**config.mk**
```make
export PLATFORM = sky130hd
export DESIGN_NAME = uart_tx_fifo
export DESIGN_NICKNAME = d
export VERILOG_FILES = /design/src/rtl/uart_pkg.sv /design/src/rtl/uart_tx_fifo_sync_fifo.sv /design/src/rtl/uart_tx_fifo.sv
export SDC_FILE = /design/constraint.sdc
export NUM_CORES = 1
export LEC_CHECK = 0
export CORE_MARGIN = 2
export CORE_UTILIZATION = 56
export CTS_BUF_LIST = sky130_fd_sc_hd__clkbuf_2
export DETAILED_ROUTE_END_ITERATION = 7
export HOLD_SLACK_MARGIN = 0.02
export PLACE_DENSITY = 0.78
export SYNTH_ARGS = -nofsm -noshare
export SYNTH_HDL_FRONTEND = slang
export SYNTH_SLANG_ARGS = --single-unit
```
**constraint.sdc**
```tcl
create_clock -name clk -period 2.7 [get_ports clk]
set_clock_uncertainty 0.05 [all_clocks]
set_input_delay 0.27 -clock clk [delete_from_list [all_inputs] [get_ports clk]]
set_output_delay 0.27 -clock clk [all_outputs]
set_load 0.01 [all_outputs]
```
**src/rtl/uart_pkg.sv**
```systemverilog
// Shared UART types: byte type and the transmit launcher state encoding.
package uart_pkg;

    typedef logic [7:0] uart_byte_t;

    typedef enum logic [1:0] {
        IDLE,
        LAUNCH,
        WAIT_BUSY,
        WAIT_DONE
    } tx_launch_state_e;

endpackage

```
**src/rtl/uart_tx_fifo_sync_fifo.sv**
```systemverilog
// Circular FIFO with wrapping read/write pointers and a separate occupancy counter.
// Pushes while full and pops while empty are ignored.
module sync_fifo #(
    parameter int unsigned WIDTH = 8,
    parameter int unsigned DEPTH = 16
) (
    input  logic                         clk,
    input  logic                         rst,
    input  logic                         push,
    input  logic [WIDTH-1:0]             push_data,
    input  logic                         pop,
    output logic [WIDTH-1:0]             pop_data,
    output logic [$clog2(DEPTH+1)-1:0]   count,
    output logic                         full,
    output logic                         empty
);

    localparam int unsigned PW = $clog2(DEPTH);
    localparam int unsigned CW = $clog2(DEPTH + 1);

    logic [WIDTH-1:0] mem [DEPTH];
    logic [PW-1:0]    wp_q;
    logic [PW-1:0]    rp_q;
    logic [CW-1:0]    count_q;
    logic             do_push;
    logic             do_pop;

    assign full     = (count_q == CW'(DEPTH));
    assign empty    = (count_q == '0);
    assign do_push  = push && !full;
    assign do_pop   = pop && !empty;
    assign pop_data = mem[rp_q];
    assign count    = count_q;

    // Pointers wrap naturally at DEPTH (power of two); count moves only on unbalanced traffic.
    always_ff @(posedge clk or posedge rst) begin
        if (rst) begin
            wp_q    <= '0;
            rp_q    <= '0;
            count_q <= '0;
        end else begin
            if (do_push) wp_q <= wp_q + 1'b1;
            if (do_pop)  rp_q <= rp_q + 1'b1;
            if (do_push && !do_pop)      count_q <= count_q + 1'b1;
            else if (do_pop && !do_push) count_q <= count_q - 1'b1;
        end
    end

    // Storage array; contents are meaningless once the pointers are reset.
    always_ff @(posedge clk) begin
        if (do_push) mem[wp_q] <= push_data;
    end

endmodule

```
**src/rtl/uart_tx_fifo.sv**
```systemverilog
// Byte buffer in front of uart_tx: accepts bytes over valid/ready, pops one at a time
// and launches it through the uart_tx data/start/ready handshake.
module uart_tx_fifo
    import uart_pkg::*;
#(
    parameter int unsigned DEPTH = 16,
    parameter int unsigned WIDTH = 8
) (
    input  logic                         clk,
    input  logic                         rst,
    input  logic [WIDTH-1:0]             in_data,
    input  logic                         in_valid,
    output logic                         in_ready,
    output logic [WIDTH-1:0]             tx_data,
    output logic                         tx_start,
    input  logic                         tx_ready,
    output logic [$clog2(DEPTH+1)-1:0]   count,
    output logic                         drained
);

    tx_launch_state_e state_q;
    tx_launch_state_e state_d;
    logic             out_of_reset_q;
    logic [WIDTH-1:0] tx_data_q;
    logic [WIDTH-1:0] fifo_data;
    logic             fifo_full;
    logic             fifo_empty;
    logic             push;
    logic             pop;

    // in_ready stays low while rst is high and until the first clock after release.
    assign in_ready = out_of_reset_q && !fifo_full;
    assign push     = in_valid && in_ready;
    assign tx_data  = tx_data_q;
    assign drained  = (state_q == IDLE) && fifo_empty;

    sync_fifo #(
        .WIDTH (WIDTH),
        .DEPTH (DEPTH)
    ) u_fifo (
        .clk       (clk),
        .rst       (rst),
        .push      (push),
        .push_data (in_data),
        .pop       (pop),
        .pop_data  (fifo_data),
        .count     (count),
        .full      (fifo_full),
        .empty     (fifo_empty)
    );

    // Launcher next-state: pop on IDLE->LAUNCH, pulse start, then follow uart_tx ready low/high.
    always_comb begin
        state_d  = state_q;
        pop      = 1'b0;
        tx_start = 1'b0;
        case (state_q)
            IDLE: begin
                if (!fifo_empty && tx_ready) begin
                    pop     = 1'b1;
                    state_d = LAUNCH;
                end
            end
            LAUNCH: begin
                tx_start = 1'b1;
                state_d  = WAIT_BUSY;
            end
            WAIT_BUSY: begin
                if (!tx_ready) state_d = WAIT_DONE;
            end
            WAIT_DONE: begin
                if (tx_ready) state_d = IDLE;
            end
            default: state_d = IDLE;
        endcase
    end

    // Launcher state register and out-of-reset flag.
    always_ff @(posedge clk or posedge rst) begin
        if (rst) begin
            state_q        <= IDLE;
            out_of_reset_q <= 1'b0;
        end else begin
            state_q        <= state_d;
            out_of_reset_q <= 1'b1;
        end
    end

    // Byte in flight: captured on pop and held until the next pop.
    always_ff @(posedge clk or posedge rst) begin
        if (rst) begin
            tx_data_q <= '0;
        end else if (pop) begin
            tx_data_q <= fifo_data;
        end
    end

endmodule

```
==> key figures <==
CTS
  • CTS tree: yes
  • CTS Sinks: between 150 and 200
  • Clock-pin slew on the worst setup and hold paths: roughly 0.21 ns
  • Clock latency on the worst-skew pair: slightly below 0.7 ns
  • Inserted Clock Buffers: 17
  • H-tree depth: 4
  • CTS Buffer Depth: 2
  • Root Buffer: clkbuf_2

Timing
  • Period utilisation layout: 0.974
  • Final setup viols: 0
  • Final Hold Vio Count: 0
  • Worst slew margin: 0.373
  • Final TNS setup: 0 ns
  • Slew at the pin closest to its max-slew limit: around 0.94 ns
  • Min Hold Slack: about 0.34 ns
  • Fin. max-slew vios: 0
  • Minimum clock period: 2.63 ns
  • Fmax: 0.380 GHz

Min path
  • Worst min-delay path category: in -> reg

Die
  • Die extent in y: 110 µm
  • Initial Util: 0.575
  • Die width: between 100 and 150 µm
  • # IOs: 28
  • Core region area: ~11000 µm²
  • Rows: 38
  • Die area: roughly 12000 µm²

Synthesis
  • Post-synth top area cell: edfxtp_1
  • Cells after Synth: between 300 and 400
  • Syn avg cell area: about 18 µm²
  • Post-synth EDFFs: around 130
  • Netlist cell types: 34
  • Post-synthesis register bit count: between 150 and 200
  • Syn Std Cell Area: about 6300 µm²
  • Syn. warnings: 0
  • Commonest cells post-synth: edfxtp_1, mux4_2, dfrtp_1
  • Syn nets: 367
  • Most common cell in the synthesized netlist: edfxtp_1
  • Post-synthesis sequential area ratio: 0.710
  • Area share of the largest cell type after synthesis: 0.614
  • Main synth FF type: edfxtp_1
  • Post-synth ARST share: 0.158
  • Synth top area cells: edfxtp_1, mux4_2, dfrtp_1

Global route
  • Number of global-route vias before repair: 3252
  • Tot GR Track Use: 0.212
  • First-pass GRT wire length: 17700 µm
  • Grt total ovfl: 0
  • Pin count of the biggest net entering global routing: 28
  • Initial antenna violation count: 0

Finish
  • Post-route insts no fill: roughly 540
  • Layout area overhead: 11.7%
  • Design Area, Final: roughly 7000 µm²
  • Antenna diode count: 0
  • Layout cells sized above 1: 0.253
  • Net count, final: 412
  • Filler cell count: approximately 760

Detailed routing
  • DRT Pass-1 Iters: 4
  • Final wirelength: roughly 12000 µm
  • 1st-iter DRT viols: 189
  • Wire per inst: about 22 µm
  • Drt drc: 0
  • Antenna Nets Post-Route: 0
  • Vias/cell: about 5.8
  • Via Count: between 3000 and 4000

Worst setup path
  • Worst path required time: roughly 3.3 ns
  • CP startpoint kind: flip-flop
  • Flop2flop setup slack: between 0.07 and 0.08 ns
  • Crit path kind: reg -> reg
  • Maximum net fanout on the critical path: 3
  • Endpoint class of the critical path: flip-flop
  • WP data arrival: 3.18 ns

Power and ir drop
  • Total design power: 0.00657 W
  • PD cells: between 900 and 1000 nW/µm²
  • Leakage Power: ~2.5 nW
  • Peak supply drop: about 510 µV

Outcome
  • Status: completed

Flow run
  • Max-cap violation count: 0

Placed design
  • Final HPWL DP: ~7500 µm
  • Placer Congestion: roughly 0.79
  • Post-Place Cells: 501
  • Area after DPL: approximately 6700 µm²
  • I/O Buffers: 27
[per-stage QoR]
step,setup WS [ns],util
after floorplan,0.00459,-
after global placement,0.0811,0.616
after detailed placement,-0.0321,0.616
after CTS,0.0137,0.637
after global routing,-0.000903,0.643
final,0.0714,0.643
[per-layer routing]
layer  up-vias  track usage  wire, µm
met1      1611        0.260      4680
li1       1393            -         -
met2        94        0.363      6190
met5         -            0         0
met3        15       0.0539       475
met4         0       0.0850       226
[layout by cell type, fill, tap and decap left out, types with 5 or more instances in the layout]
| master | n |
|---|---|
| edfxtp_1 | 128 |
| mux4_2 | 32 |
| clkbuf_2 | 25 |
| clkdlybuf4s50_1 | 25 |
| dfrtp_1 | 23 |
| nand2_1 | 21 |
| and2_1 | 17 |
| ha_1 | 12 |
| buf_4 | 12 |
| mux2i_1 | 11 |
| inv_1 | 10 |
| mux2_2 | 10 |
| o21ai_0 | 9 |
| o21ai_1 | 7 |
| xnor2_1 | 6 |
| nor2_1 | 6 |
| a21oi_1 | 5 |
[worst max-delay path, stage by stage (launching register included)]
cell,delay (ns)
dfrtp_1,0.43
or4_4,0.57
o21a_4,0.25
nand2_4,0.08
inv_6,0.04
ha_4,0.17
inv_4,0.07
ha_4,0.20
a21o_1,0.17
a21oi_2,0.16
mux2i_1,0.22
xnor2_1,0.13
[registers in the layout, summed over array words and instances (netlist names)]
| register | flops |
|---|---|
| out_of_reset_q | 1 |
| u_fifo.count | 5 |
| u_fifo.wp_q | 4 |
| u_fifo.rp_q | 4 |
| state_q | 2 |
| tx_data | 8 |
| u_fifo.mem | 128 |
[worst paths after layout]
path | from | endpoint | cells after the start
min | tx_ready | state_q[0]$_DFFE_PP0P_ | 3
max reg2reg | u_fifo.count[2]$_DFFE_PP0P_ | u_fifo.count[4]$_DFFE_PP0P_ | 11
min in group asynchronous | rst | u_fifo.count[1]$_DFFE_PP0P_ | 3
min reg2reg | tx_data[0]$_DFFE_PP0P_ | tx_data[0]$_DFFE_PP0P_ | 2
max in group asynchronous | rst | u_fifo.rp_q[0]$_DFFE_PP0P_ | 3
max | u_fifo.count[2]$_DFFE_PP0P_ | u_fifo.count[4]$_DFFE_PP0P_ | 11
[power by group]
| group | leakage [nW] | internal (W) | total [W] | switching, W |
|---|---|---|---|---|
| Sequential | 1.44 | 0.00282 | 0.00302 | 0.000200 |
| Combinational | 0.879 | 0.00124 | 0.00241 | 0.00117 |
| Clock | 0.145 | 0.000443 | 0.00114 | 0.000700 |
[what timing repair did]
action,4_1_cts,5_1_grt
resized for setup,4,8
setup buffers,1,2
hold buffers,1,0
setup endpoints to repair,3,3
endpoints found under the hold margin,7,0
pin swaps,3,5
[area by class of cell]
class | count | area [µm²] | share of cell area
multi-input combinational | 160 | 1730 | 0.247
clock buffer | 25 | 125 | 0.0179
sequential | 152 | 4450 | 0.635
timing repair buffer | 41 | 389 | 0.0556
tap | 140 | 175 | 0.0250
inverter | 12 | 52.6 | 0.00751
clock inverter | 6 | 78.8 | 0.0113
[kinds of logic (layout without fill, tap and decap cells)]
group,after synthesis,in the layout,share of synthesized area
AOI/OAI and AO/OA,26,26,0.0246
muxes,53,53,0.151
DFF,152,152,0.710
adders and majority gates,16,16,0.0332
xor gates and xnor gates,10,10,0.0140
buffers and inverters,27,84,0.0224
and+or+nand+nor,54,54,0.0451
other,1,1,0.000599
No activity file was read; power rests on OpenSTA's default activity.
